## src/rtl/reg_file_sb.sv

```systemverilog
// reg_file_sb: small register file with a per-register pending ("scoreboard") bit.
// Reads are combinational. A write in progress is forwarded to a read of the
// same address in the same cycle. A reserve marks a register pending, and a
// write clears that mark. sb_flush clears every mark. Reset is async active-low.
// Optional feature: define REG_FILE_SB_ZERO_REG_EN to hardwire register 0 to
// zero. Writes to it are dropped, reads of it return 0, and it is never pending.
module reg_file_sb #(
    parameter int DATA_W = 9,
    parameter int ADDR_W = 2
) (
    input  logic              clk,
    input  logic              rst_n,
    input  logic              wr_en,
    input  logic [ADDR_W-1:0] wr_addr,
    input  logic [DATA_W-1:0] wr_data,
    input  logic              rsv_en,
    input  logic [ADDR_W-1:0] rsv_addr,
    input  logic              sb_flush,
    input  logic [ADDR_W-1:0] rd0_addr,
    input  logic [ADDR_W-1:0] rd1_addr,
    output logic [DATA_W-1:0] rd0_data,
    output logic [DATA_W-1:0] rd1_data,
    output logic              rd0_busy,
    output logic              rd1_busy,
    output logic              any_busy
);

    localparam int DEPTH = 1 << ADDR_W;

    logic [DATA_W-1:0] regs_q [DEPTH];
    logic [DATA_W-1:0] regs_d [DEPTH];
    logic [DEPTH-1:0]  pend_q;
    logic [DEPTH-1:0]  pend_d;

    // Next state: apply flush and write-clear first, then the reserve, so the reserve wins.
    always_comb begin
        regs_d = regs_q;
        pend_d = pend_q;
        if (sb_flush) begin
            pend_d = '0;
        end
        if (wr_en) begin
            regs_d[wr_addr] = wr_data;
            pend_d[wr_addr] = 1'b0;
        end
        if (rsv_en) begin
            pend_d[rsv_addr] = 1'b1;
        end
`ifdef REG_FILE_SB_ZERO_REG_EN
        regs_d[0] = '0;
        pend_d[0] = 1'b0;
`endif
    end

    // State registers: asynchronous clear, then take the next state on every clock edge.
    always_ff @(posedge clk or negedge rst_n) begin
        if (!rst_n) begin
            for (int i = 0; i < DEPTH; i++) begin
                regs_q[i] <= '0;
            end
            pend_q <= '0;
        end else begin
            for (int i = 0; i < DEPTH; i++) begin
                regs_q[i] <= regs_d[i];
            end
            pend_q <= pend_d;
        end
    end

    // Read port 0: forward the write bypass, force zero for the hardwired register, and force zero during reset.
    always_comb begin
        rd0_data = regs_q[rd0_addr];
        if (wr_en && (wr_addr == rd0_addr)) begin
            rd0_data = wr_data;
        end
`ifdef REG_FILE_SB_ZERO_REG_EN
        if (rd0_addr == '0) begin
            rd0_data = '0;
        end
`endif
        if (!rst_n) begin
            rd0_data = '0;
        end
    end

    // Read port 1: same rules as port 0.
    always_comb begin
        rd1_data = regs_q[rd1_addr];
        if (wr_en && (wr_addr == rd1_addr)) begin
            rd1_data = wr_data;
        end
`ifdef REG_FILE_SB_ZERO_REG_EN
        if (rd1_addr == '0) begin
            rd1_data = '0;
        end
`endif
        if (!rst_n) begin
            rd1_data = '0;
        end
    end

    // Busy flags show only registered pending state; a reserve or clear in the same cycle is not forwarded.
    always_comb begin
        rd0_busy = pend_q[rd0_addr];
        rd1_busy = pend_q[rd1_addr];
        any_busy = |pend_q;
    end

endmodule

```

## config.mk

```make
export PLATFORM = sky130hd
export DESIGN_NAME = reg_file_sb
export DESIGN_NICKNAME = d
export VERILOG_FILES = /design/src/rtl/reg_file_sb.sv
export SDC_FILE = /design/constraint.sdc
export NUM_CORES = 1
export LEC_CHECK = 0
export CAP_MARGIN = 20
export CORE_MARGIN = 1.5
export CORE_UTILIZATION = 35
export CTS_BUF_LIST = sky130_fd_sc_hd__clkbuf_8
export CTS_CLUSTER_SIZE = 25
export DETAILED_ROUTE_END_ITERATION = 12
export SLEW_MARGIN = 15
export SYNTH_ARGS = -nofsm -noshare
export SYNTH_HDL_FRONTEND = slang
export SYNTH_SLANG_ARGS = --single-unit
```

## constraint.sdc

```tcl
create_clock -name clk -period 2.1 [get_ports clk]
set_input_delay 0.315 -clock clk [delete_from_list [all_inputs] [get_ports clk]]
set_output_delay 0.315 -clock clk [all_outputs]
set_load 0.01 [all_outputs]
```

==> flow_metrics.env <==
export IMPL_status="complete, but fails checks"
export IMPL_violations="setup timing"
export IMPL_htreeDepth=2
export IMPL_coreArea_um2=7331
export IMPL_worstMarginPinSlew_ps=468.0
export IMPL_cp_arrival_ps=1810
export IMPL_cts_hold_buf=0
export IMPL_synth_cell_type_count=24
export IMPL_placedCellCount=360
export IMPL_antenna_found_initial=0
export IMPL_instances_no_fill=376
export IMPL_endpoint_kind="output port"
export IMPL_p_per_area_nw_per_um2=648.5
export IMPL_period_share=1.011
export IMPL_cp_max_fo=6
export IMPL_finalSetupViolations=2
export IMPL_hold_viol=0
export IMPL_area_growth_pct=40.95
export IMPL_routabilityCongestion=0.8250
export IMPL_ys_ff_latch=40
export IMPL_drc_errors=0
export IMPL_synth_cells=187
export IMPL_cts_buffers=5
export IMPL_initial_core_util=0.3647
export IMPL_ant_nets=0
export IMPL_rsz0062_at_grt="yes"
export IMPL_synth_edf_count=0
export IMPL_cts_root_buf="clkbuf_8"
export IMPL_num_rows=31
export IMPL_via_count=2122
export IMPL_setup_ws_ps=-23.40
export IMPL_worstSetupPathType="input pin to output port"
export IMPL_num_fill_cells=630
export IMPL_ir_worst_vdd_mv=0.2897
export IMPL_drive_gt1_frac=0.5235
export IMPL_diodes=0
export IMPL_async_flop_share=1.000
export IMPL_p_leak_uw=0.001576
export IMPL_cts_num_sinks=40
export IMPL_worstSkewPairLatency_ps=290
export IMPL_fin_tns_setup_ps=-38.69
export IMPL_synth_common_cells="40 x dfrtp_1, 36 x mux2_2, 19 x mux4_1"
export IMPL_wl_um=7480
export IMPL_die_y_um=90.41
export IMPL_grt_pass1_wl_um=11840
export IMPL_die_area_um2=8173
export IMPL_critical_path_required_ps=1780
export IMPL_cts_tree="yes"
export IMPL_grt_max_degree=26
export IMPL_nets=299
export IMPL_fin_skew_ps=0
export IMPL_timing_hold_ws_ps=255.9
export IMPL_clock_path_buffers=2
export IMPL_synth_top_cell_by_area="dfrtp_1"
export IMPL_syn_cell_area_um2=2674
export IMPL_cap_violations=0
export IMPL_fmax_mhz=470.9
export IMPL_min_path_type="input pin to asynchronous set/reset pin"
export IMPL_synth_most_common_cell="dfrtp_1"
export IMPL_drv_slew=0
export IMPL_grt_usage=0.1881
export IMPL_grt_pass1_vias=2235
export IMPL_synth_ff_type="dfrtp_1"
export IMPL_synth_fp_nets=209
export IMPL_ys_warn_count=0
export IMPL_yosysSeqAreaShare=0.3744
export IMPL_synth_area_leaders="dfrtp_1 37%, mux4_1 19%, mux2_2 15%, a21boi_1 5.1%, o31ai_1 5.1%"
export IMPL_avgRoutedWirePerCell_um=19.89
export IMPL_hpwl_um=5323
export IMPL_startpoint_type="input pin"
export IMPL_slew_headroom=0.6875
export IMPL_vias_per_cell=5.644
export IMPL_portBuffers=42
export IMPL_die_w_um=90.41
export IMPL_grt_ovfl_total=0
export IMPL_boundaryPins=43
export IMPL_clk_pin_slew_ps=70
export IMPL_synth_avg_cell_area_um2=14.30
export IMPL_drt_iter0_drc=143
export IMPL_fin_crit_ps=2123
export IMPL_synth_top_area_frac=0.3744
export IMPL_drtPass1Iterations=4
flip-flops by register name, summed over array words and instances, names as in the netlist:
name	count
pend_q	4
regs_q	36
cells by family after synthesis:
| logic type | after synthesis | share of synthesized area |
|---|---|---|
| AND/OR/NAND/NOR | 28 | 0.07254 |
| XOR/XNOR | 8 | 0.05288 |
| flip-flops | 40 | 0.3744 |
| buffers and inverters | 15 | 0.04351 |
| multiplexers | 56 | 0.3467 |
| AO/OA/AOI/OAI | 40 | 0.1100 |
path summary, 6_finish.rpt:
| path | from | end | slack [ps] | cells after the start |
|---|---|---|---|---|
| hold reg to reg | regs_q[18]$_DFFE_PN0P_ | regs_q[18]$_DFFE_PN0P_ | 530 | 1 |
| setup reg to reg | regs_q[29]$_DFFE_PN0P_ | regs_q[29]$_DFFE_PN0P_ | 1310 | 1 |
| max in group asynchronous | rst_n | regs_q[3]$_DFFE_PN0P_ | 1680 | 2 |
| setup / recovery | wr_addr[0] | rd0_data[6] | -20 | 7 |
| min in group clk | regs_q[18]$_DFFE_PN0P_ | regs_q[18]$_DFFE_PN0P_ | 530 | 1 |
| hold / removal | rst_n | regs_q[17]$_DFFE_PN0P_ | 260 | 2 |
where the power goes:
part	internal [µW]	leakage, µW	switching [µW]
logic	518	0.00105	374
registers	909	0.000478	103
clock network	292	0.0000503	248
total	1720	0.00158	725
critical path: stages:
cell and delay (ps):
clkdlybuf4s50_1 470, buf_6 180, xor2_4 190, buf_6 170, o31ai_2 70, a21boi_1 170, clkdlybuf4s15_2 240
layer usage:
metal | vias up | wire length, µm | GRT usage
li1 | 953 | - | -
met1 | 1075 | 3400 | 0.2541
met2 | 80 | 3606 | 0.3030
met3 | 14 | 358 | 0.03620
met4 | 0 | 115 | 0.06349
met5 | - | 0 | 0
metrics by stage:
step | setup slack [ps] | total power (µW) | util | area, µm²
global route | -81.85 | 2572 | 0.5141 | 3769
finish | -23.40 | 2444 | 0.5141 | 3769
detailed placement | -529.7 | 1857 | 0.4776 | 3501
global placement | -520.3 | 1828 | 0.4776 | 3501
CTS | -65.15 | 2437 | 0.5096 | 3736
floorplan | 588.4 | 1464 | - | 2674
cell usage in the layout (no fill, tap or decap), types with 8 or more instances in the layout:
| cell | instances |
|---|---|
| dfrtp_1 | 40 |
| mux2_2 | 36 |
| buf_4 | 36 |
| nand4_1 | 18 |
| a21boi_1 | 16 |
| clkdlybuf4s50_1 | 15 |
| mux4_1 | 14 |
| buf_2 | 13 |
| buf_6 | 11 |
| o31ai_2 | 9 |
| o31ai_1 | 8 |
cell type report:
cell class / count / area (µm²) / area share
inverters: 3 / 11.26 / 0.002988
repair buffers: 95 / 875.8 / 0.2324
well taps: 99 / 123.9 / 0.03287
flip-flops and latches: 40 / 1001 / 0.2656
clock buffers: 7 / 96.34 / 0.02556
multi-input cells: 132 / 1660 / 0.4406
timing repair:
item	in CTS	in global routing
cloned	1	0
hold endpoints to repair	0	0
endpoints found under the setup margin	20	16
gates resized for setup	94	18
setup buffers	8	0
pin swaps	14	4
Note: power is estimated with default switching activity, not from simulation.
